--- src/rtl/spatz_vrf_wbuf.sv ---
// Write-back buffer in front of one VRF write port: in-order FIFO that merges
// back-to-back partial writes to the same element and flags pending-write hazards.
module spatz_vrf_wbuf #(
    parameter int unsigned DEPTH      = 4,
    parameter int unsigned ADDR_WIDTH = 8,
    parameter int unsigned DATA_WIDTH = 64,
    localparam int unsigned BE_WIDTH  = DATA_WIDTH / 8,
    localparam int unsigned PTR_WIDTH = $clog2(DEPTH)
) (
    input  logic                  clk_i,
    input  logic                  rst_i,
    input  logic                  in_valid_i,
    output logic                  in_ready_o,
    input  logic [ADDR_WIDTH-1:0] in_addr_i,
    input  logic [DATA_WIDTH-1:0] in_data_i,
    input  logic [BE_WIDTH-1:0]   in_be_i,
    output logic                  vrf_we_o,
    output logic [ADDR_WIDTH-1:0] vrf_waddr_o,
    output logic [DATA_WIDTH-1:0] vrf_wdata_o,
    output logic [BE_WIDTH-1:0]   vrf_wbe_o,
    input  logic                  vrf_wvalid_i,
    input  logic [ADDR_WIDTH-1:0] chk_addr_i,
    output logic                  chk_hit_o,
    output logic [PTR_WIDTH:0]    level_o,
    output logic                  empty_o
);

    localparam logic [PTR_WIDTH:0]   PTR_ONE  = 1;
    localparam logic [PTR_WIDTH-1:0] IDX_ONE  = 1;
    localparam logic [PTR_WIDTH:0]   FULL_LVL = DEPTH[PTR_WIDTH:0];

    logic [ADDR_WIDTH-1:0] addr_q [DEPTH];
    logic [DATA_WIDTH-1:0] data_q [DEPTH];
    logic [BE_WIDTH-1:0]   be_q   [DEPTH];
    logic [DEPTH-1:0]      valid_q;

    logic [PTR_WIDTH:0]   head_q, tail_q;
    logic [PTR_WIDTH-1:0] head_idx, tail_idx, last_idx;
    logic                 full, push, pop, merge, alloc;

    assign head_idx = head_q[PTR_WIDTH-1:0];
    assign tail_idx = tail_q[PTR_WIDTH-1:0];
    assign last_idx = tail_idx - IDX_ONE;

    // Pointer difference with wrap bit gives occupancy 0..DEPTH.
    assign level_o    = tail_q - head_q;
    assign empty_o    = (level_o == '0);
    assign full       = (level_o == FULL_LVL);
    assign in_ready_o = !full;

    assign push = in_valid_i && in_ready_o;
    assign pop  = vrf_we_o && vrf_wvalid_i;

    // Merging into the head while it drains would lose the new bytes.
    assign merge = push && valid_q[last_idx] && (addr_q[last_idx] == in_addr_i)
                   && !(pop && (last_idx == head_idx));
    assign alloc = push && !merge;

    assign vrf_we_o    = valid_q[head_idx];
    assign vrf_waddr_o = vrf_we_o ? addr_q[head_idx] : '0;
    assign vrf_wdata_o = vrf_we_o ? data_q[head_idx] : '0;
    assign vrf_wbe_o   = vrf_we_o ? be_q[head_idx]   : '0;

    always_comb begin
        chk_hit_o = 1'b0;
        for (int i = 0; i < DEPTH; i++) begin
            if (valid_q[i] && (addr_q[i] == chk_addr_i)) chk_hit_o = 1'b1;
        end
    end

    always_ff @(posedge clk_i or posedge rst_i) begin
        if (rst_i) begin
            head_q  <= '0;
            tail_q  <= '0;
            valid_q <= '0;
            for (int i = 0; i < DEPTH; i++) begin
                addr_q[i] <= '0;
                data_q[i] <= '0;
                be_q[i]   <= '0;
            end
        end else begin
            if (pop) begin
                valid_q[head_idx] <= 1'b0;
                head_q            <= head_q + PTR_ONE;
            end
            if (alloc) begin
                valid_q[tail_idx] <= 1'b1;
                addr_q[tail_idx]  <= in_addr_i;
                data_q[tail_idx]  <= in_data_i;
                be_q[tail_idx]    <= in_be_i;
                tail_q            <= tail_q + PTR_ONE;
            end else if (merge) begin
                for (int b = 0; b < BE_WIDTH; b++) begin
                    if (in_be_i[b]) data_q[last_idx][8*b +: 8] <= in_data_i[8*b +: 8];
                end
                be_q[last_idx] <= be_q[last_idx] | in_be_i;
            end
        end
    end

    a_no_push_full: assert property (@(posedge clk_i) disable iff (rst_i) !(push && full));
    a_wvalid_we:    assert property (@(posedge clk_i) disable iff (rst_i) vrf_wvalid_i |-> vrf_we_o);
    a_be_nonzero:   assert property (@(posedge clk_i) disable iff (rst_i) push |-> (in_be_i != '0));

endmodule
--- config.mk ---
export PLATFORM = sky130hd
export DESIGN_NAME = spatz_vrf_wbuf
export DESIGN_NICKNAME = d
export VERILOG_FILES = /design/src/rtl/spatz_vrf_wbuf.sv
export SDC_FILE = /design/constraint.sdc
export NUM_CORES = 1
export LEC_CHECK = 0
export ABC_CLOCK_PERIOD_IN_PS = 21200
export BUFFER_PORTS_ARGS = -buffer_cell sky130_fd_sc_hd__buf_2
export CORE_ASPECT_RATIO = 1.1
export CORE_UTILIZATION = 45
export DETAILED_ROUTE_END_ITERATION = 10
export PLACE_DENSITY_LB_ADDON = 0.08
export SLEW_MARGIN = 25
export SYNTH_ARGS = -nofsm -noshare
export SYNTH_HDL_FRONTEND = slang
export SYNTH_SLANG_ARGS = --single-unit
--- constraint.sdc ---
create_clock -name clk_i -period 21.2 [get_ports clk_i]
set_input_delay 1.06 -clock clk_i [delete_from_list [all_inputs] [get_ports clk_i]]
set_output_delay 1.06 -clock clk_i [all_outputs]
set_load 0.02 [all_outputs]
After elaboration in Yosys (flattened, before gate mapping) --
Cells that the tools add are included.
Word-level totals: register bits after elaboration 330, input port bits 92, output and inout port bits 87, word-level logic and storage cells 155
Operators by class: add/subtract/negate cells 4, magnitude comparators 10, eq/ne operators 7, muxes and demuxes 92, bitwise operators 7, reduce and logical (&&, ||, !) cells 20
Operator list (count):
- $mux W256 | 24
- $bwmux W256 | 9
- $demux W64 S2 | 9
- $mux W64 | 5
- $bmux W64 S2 | 1
- $mux W8 | 13
- $bwmux W32 | 3
- $mux W32 | 3
- $bmux W8 S2 | 4
- $mux W56 | 1
- $mux W48 | 1
- $eq A8 B8 Y1 | 5
- $mux W40 | 1
- $demux W8 S2 | 2
- $mux W24 | 1
- $mux W16 | 1
- $logic_and A1 B1 Y1 | 15
- $ge A3 B3 Y1 const B | 3
- $lt A2 B3 Y1 const B | 3
- $not A2 Y3 | 3
- $mux W1 | 8
- $mux W4 | 2
- $or A8 B8 Y8 | 1
- $add A3 B1 Y3 const B | 2
- other kinds (14) | 20

Longest topological paths before layout --
depth after elaboration 39, depth in mapped cells 15, gate-level depth less buffers 10

Worst setup path after synthesis --
OpenSTA, ideal clock, no wires.
kind reg-to-reg, start point reg tail_q[0], end point reg data_q[128] (netlist name), setup time 0.125 ns, arrival 3.521 ns, data required time 21.075 ns, path slack 17.554 ns, stages on the path, launching flop included 16, path buffers 5, period minus slack after synthesis 3.646 ns, path through dfrtp_1 -> buf_6 -> inv_1 -> ha_1 -> fa_1 -> xor3_1 -> a31oi_1 -> and2_1 -> and4b_1 -> buf_2 -> and3_1 -> buf_6 -> buf_6 -> a21o_1 -> buf_6 -> mux2_4
Between the ends: cells in the longest elaborated chain, start to end 38, elaborated cells between the ends (all ways) 72, those cells by class add/sub: 2; order compare: 4; eq/ne: 3; mux: 49; bitwise: 2; reduce/logical: 12
RTL lines:
- from (decl) | line 37 | logic [PTR_WIDTH:0] head_q, tail_q;
- from (signal assigned) | line 91 | tail_q <= tail_q + PTR_ONE;
- $sub A2 B1 Y2 * | line 43 | assign last_idx = tail_idx - IDX_ONE;
- named net last_idx[0] | line 38 | logic [PTR_WIDTH-1:0] head_idx, tail_idx, last_idx;
- $not A2 Y3 (implied by the code) | line 55, 94
- $ge A3 B3 Y1 (implied by the code) or $lt A3 B1 Y1 (tied branches) | line 94 | if (in_be_i[b]) data_q[last_idx][8*b +: 8] <= in_data_i[8*b +: 8];
- $logic_and A1 B1 Y1 (implied by the code) | line 94
- $mux W8 (implied by the code) | line 94
- $demux W64 S2 | line 94
- $bwmux W256 | line 94
- (+23 left out)
- $bwmux W256 | line 94
- $mux W256 | line 94
- $mux W256 | line 92 | end else if (merge) begin
- $mux W256 | line 86 | if (alloc) begin
- $bwmux W256 | line 94
- $mux W256 | line 94
- $mux W256 | line 92
- $mux W256 | line 86
- to (signal, indexed assignment) | line 89 | data_q[tail_idx] <= in_data_i;
- to (signal, indexed assignment) | line 94
- to (decl) | line 33 | logic [DATA_WIDTH-1:0] data_q [DEPTH];
Mark *: on every way through the listed nets, which the timed path passes. The rest lies on a longest branch. The select of a mux whose other input is x is not followed. A chain may end at the register's enable or synchronous reset.

Worst setup path in the final report --
start point reg head_q[1], end point reg data_q[121] (netlist name)
Between the ends: cells in the longest elaborated chain, start to end 10, elaborated cells between the ends (all ways) 17, those cells by class add/sub: 1; eq/ne: 2; mux: 3; reduce/logical: 11
RTL lines:
- from (decl) | line 37
- from (signal assigned) | line 84 | head_q <= head_q + PTR_ONE;
- $sub A3 B3 Y3 | line 46 | assign level_o = tail_q - head_q;
- $eq A3 B3 Y1 | line 48 | assign full = (level_o == FULL_LVL);
- $logic_not A1 Y1 | line 49 | assign in_ready_o = !full;
- $logic_and A1 B1 Y1 | line 51 | assign push = in_valid_i && in_ready_o;
- $logic_and A1 B1 Y1 (2 in series) | line 55 | assign merge = push && valid_q[last_idx] && (addr_q[last_idx] == in_addr_i)
- $logic_and A1 B1 Y1 | line 56 | && !(pop && (last_idx == head_idx));
- $logic_not A1 Y1 | line 57 | assign alloc = push && !merge;
- $logic_and A1 B1 Y1 | line 57
- $mux W256 or $reduce_bool A2 Y1 (tied branches)
Several ways; a longest one is shown, not always the timed one. The select of a mux whose other input is x is not followed.

==> summary.txt <==
GRT Residual Overflow: 0
# IOs: 179
First-iteration detailed-routing DRC count: 591
Initial Util: 0.4603
Worst slew pin tran: 0.9244 ns
RR Endpoint: data_q[121]
Maxcap violations: 0
Maximum clock insertion buffer count: 3
VDD IR-drop max: 0.0001090 V
Clock-pin slew on the worst setup and hold paths: 0.06 ns
Clk_lat worst skew: 0.53 ns
Fin crit share: 0.2287
Critical path start-end classification: reg2reg
Worst path max stage delay: 0.73 ns
Layout fillers: 3,134
Cell family with most CP delay: simple AND/OR/NAND/NOR gates
Core box area: 36,440 um^2
Critical path buffers and inverters: 0
Final hold vios: 0
Hold EP: tail_q[2]
Post-Syn Nets: 1,312
Number of synthesized register bits: 330
GRT Total Usage: 0.2191
Count of final max-slew check failures: 0
Grt peak-use layer: met2
CTS resizes: 0
Detail Placement HPWL: 25.32 mm
FF-to-FF Start: head_q[1]
Pre-Repair DR Iteration Count: 4
Initial antenna violation count: 3
Max Freq: 206.3 MHz
RSZ-0062 raised after global routing: no
Global-route wire length before repair: 63.46 mm
Crit Path Max Fanout: 40
Clock sink count: 330
Worst hold slack: 0.4939 ns
Mean Syn Cell Area: 13.89 um^2
Met2 usage: 0.3597
RePlAce Congestion: 0.7959
CTS Buf Count: 38
H-Tree Depth: 2
Register area share after synthesis: 0.4922
IO Port Bufs: 178
Die area: 38,060 um^2
Hold Path Class: reg2reg
Layout Skew: 0.01536 ns
CTS Root Buffer Type: clkbuf_16
Worst Reg-to-Reg Cells: 8
Setup bufs post-CTS: 0
Share of cells above drive strength 1: 0.4603
Post-Syn Instances: 1,208
Slowest CP cell: dfrtp_4
# hold bufs at CTS: 0
Startpoint types: register
Run status: completed
Cell Area, Synth: 16,780 um^2
Vias in the first global route: 10,850
Setup Viol. Count Final: 0
# rows: 73
DR vias: 10,300
CTS tree: yes
Period minus WS final: 4.848 ns
Drt total wl: 39.92 mm
# DRC: 0
Remaining antenna violation count: 0
Met1 GRT Util: 0.3011
Worst path required time: 21.61 ns
DR WL/cell: 21.31 um
HP Start: tail_q[2]
Die H: 204.5 um
Crit. End Element: register
Vias/cell: 5.497
Final nets: 1,464
Ys Warns: 0
Arr. time, crit path: 5.26 ns
Area added between synthesis and finish: 14.46%
Pwr dens: 188.9 nW/um^2
Die W: 186.1 um
Lkg Pwr: 8.651 nW
Largest net degree at the start of global routing: 115
R2r setup slk: 16.35 ns
Netlist cell types: 50
Crit-path cells: fa_1 -> xor3_1 -> a31oi_1 -> and2_1 -> and4b_1 -> nand3_2 -> o21ai_2 -> mux2_2
Total Neg Setup Slack: 0 ns
Worst slew margin: 0.3836
Met3 usage: 0.03733
Hold Path Stages: 1
==> flip-flops by register name, summed over array words and instances, names as in the netlist <==
register / count
data_q: 256
addr_q: 32
valid_q: 4
tail_q: 3
be_q: 32
head_q: 3
==> cell families after synthesis <==
| group | synth area share |
|---|---|
| buffers and inverters | 0.03558 |
| and+or+nand+nor | 0.07145 |
| xor gates and xnor gates | 0.02648 |
| adders and majority gates | 0.009397 |
| AOI/OAI and AO/OA | 0.04550 |
| muxes | 0.3194 |
| DFF | 0.4922 |
==> worst max-delay path by stage <==
| stage | from | end | slack [ns] | cells after the start |
|---|---|---|---|---|
| floorplan | rst_i | addr_q[0] | 11.00 | 1 |
| global placement | head_q[1] | data_q[143] | 16.18 | 8 |
| detailed placement | head_q[1] | data_q[121] | 16.29 | 8 |
| CTS | head_q[1] | data_q[121] | 16.30 | 8 |
| global route | tail_q[0] | data_q[121] | 16.13 | 10 |
| finish | head_q[1] | data_q[121] | 16.35 | 8 |
==> metal layers <==
metal	part of all wire	up-vias	wire [um]
li1	-	4655	-
met1	0.44	5375	17740
met5	0.00043	-	17
met4	0.016	2	641
met3	0.049	48	1946
met2	0.49	216	19570
==> power breakdown <==
part	total [mW]	internal, mW	switching, mW
Sequential	1.16	0.956	0.207
Combinational	1.83	0.926	0.901
Clock	0.637	0.383	0.254
Total	3.63	2.26	1.36
==> stage by stage <==
stage / std cells / setup slack (ns) / area (um^2) / utilization / power, mW
2_1_floorplan: 1208 / 11.00 / 16780 / - / 2.528
3_3_place_gp: 1806 / 16.18 / 17950 / 0.4925 / 2.990
5_1_grt: 1871 / 16.13 / 19200 / 0.5268 / 3.870
3_5_place_dp: 1807 / 16.29 / 17980 / 0.4933 / 3.026
4_1_cts: 1871 / 16.30 / 19190 / 0.5266 / 3.680
6_report: 1873 / 16.35 / 19200 / 0.5269 / 3.627
==> cell usage in the layout, fill, tap and decap left out, types with 3 or more instances in the layout <==
master,instances
nand2_1,88
nand2b_1,3
nor3_1,7
xnor2_1,14
inv_1,28
a211oi_1,4
ha_1,11
mux2_2,234
a21oi_1,3
mux2i_1,17
mux4_2,92
clkbuf_8,10
o21ai_4,8
mux2_4,32
buf_2,178
a221oi_1,10
nor2_1,30
xor2_1,34
clkbuf_1,7
o221ai_1,3
dfrtp_1,328
o21ai_0,13
or2_2,3
nand4_1,3
buf_4,14
and2_1,85
nand3_1,6
nor4_1,5
clkbuf_16,39
a21o_1,25
clkinv_2,5
a2bb2oi_1,4
a221o_1,6
==> worst reg2reg max path, delay by kind of cell (launching register included) <==
kind	cells	cell delay (ns)
flip-flops	1	0.73
multiplexers	1	0.41
AND/OR/NAND/NOR	3	1.32
adder cells (fa/ha/maj)	1	0.54
XOR/XNOR	1	0.44
AO/OA/AOI/OAI	2	1.32
==> layout make-up <==
cell class,instances,area (um^2),share of cell area
inverters,29,116.4,0.006060
flip-flops and latches,330,8265,0.4304
diodes,2,5.005,0.0002606
clock buffers,56,1140,0.05936
clock inverters,8,72.57,0.003779
repair buffers,195,1039,0.05408
multi-input cells,766,7955,0.4143
well taps,487,609.3,0.03173
==> synth_stat cells, drive strengths merged <==
cell | instances | share of area
a211o | 1 | 0.00052
a211oi | 5 | 0.0030
a21boi | 4 | 0.0025
a21o | 25 | 0.011
a21oi | 3 | 0.00089
a221o | 6 | 0.0036
a221oi | 10 | 0.0052
a22o | 1 | 0.00052
a2bb2oi | 4 | 0.0021
a31oi | 2 | 0.00075
and2 | 85 | 0.032
and3 | 3 | 0.0011
and4b | 1 | 0.00060
buf | 60 | 0.024
clkbuf | 23 | 0.0051
dfrtp | 330 | 0.49
fa | 1 | 0.0012
ha | 11 | 0.0082
inv | 29 | 0.0065
mux2 | 266 | 0.19
mux2i | 17 | 0.010
mux4 | 92 | 0.12
nand2 | 88 | 0.020
nand2b | 3 | 0.0011
nand3 | 8 | 0.0027
nand4 | 3 | 0.0011
nand4b | 1 | 0.00052
nor2 | 32 | 0.0075
nor2b | 1 | 0.00037
nor3 | 7 | 0.0021
nor4 | 5 | 0.0019
o211ai | 1 | 0.00075
o21ai | 24 | 0.012
o221a | 1 | 0.00067
o221ai | 3 | 0.0016
or2 | 3 | 0.0011
xnor2 | 14 | 0.0073
xor2 | 34 | 0.018
xor3 | 1 | 0.0014
Note: power is estimated with default switching activity, not from simulation.
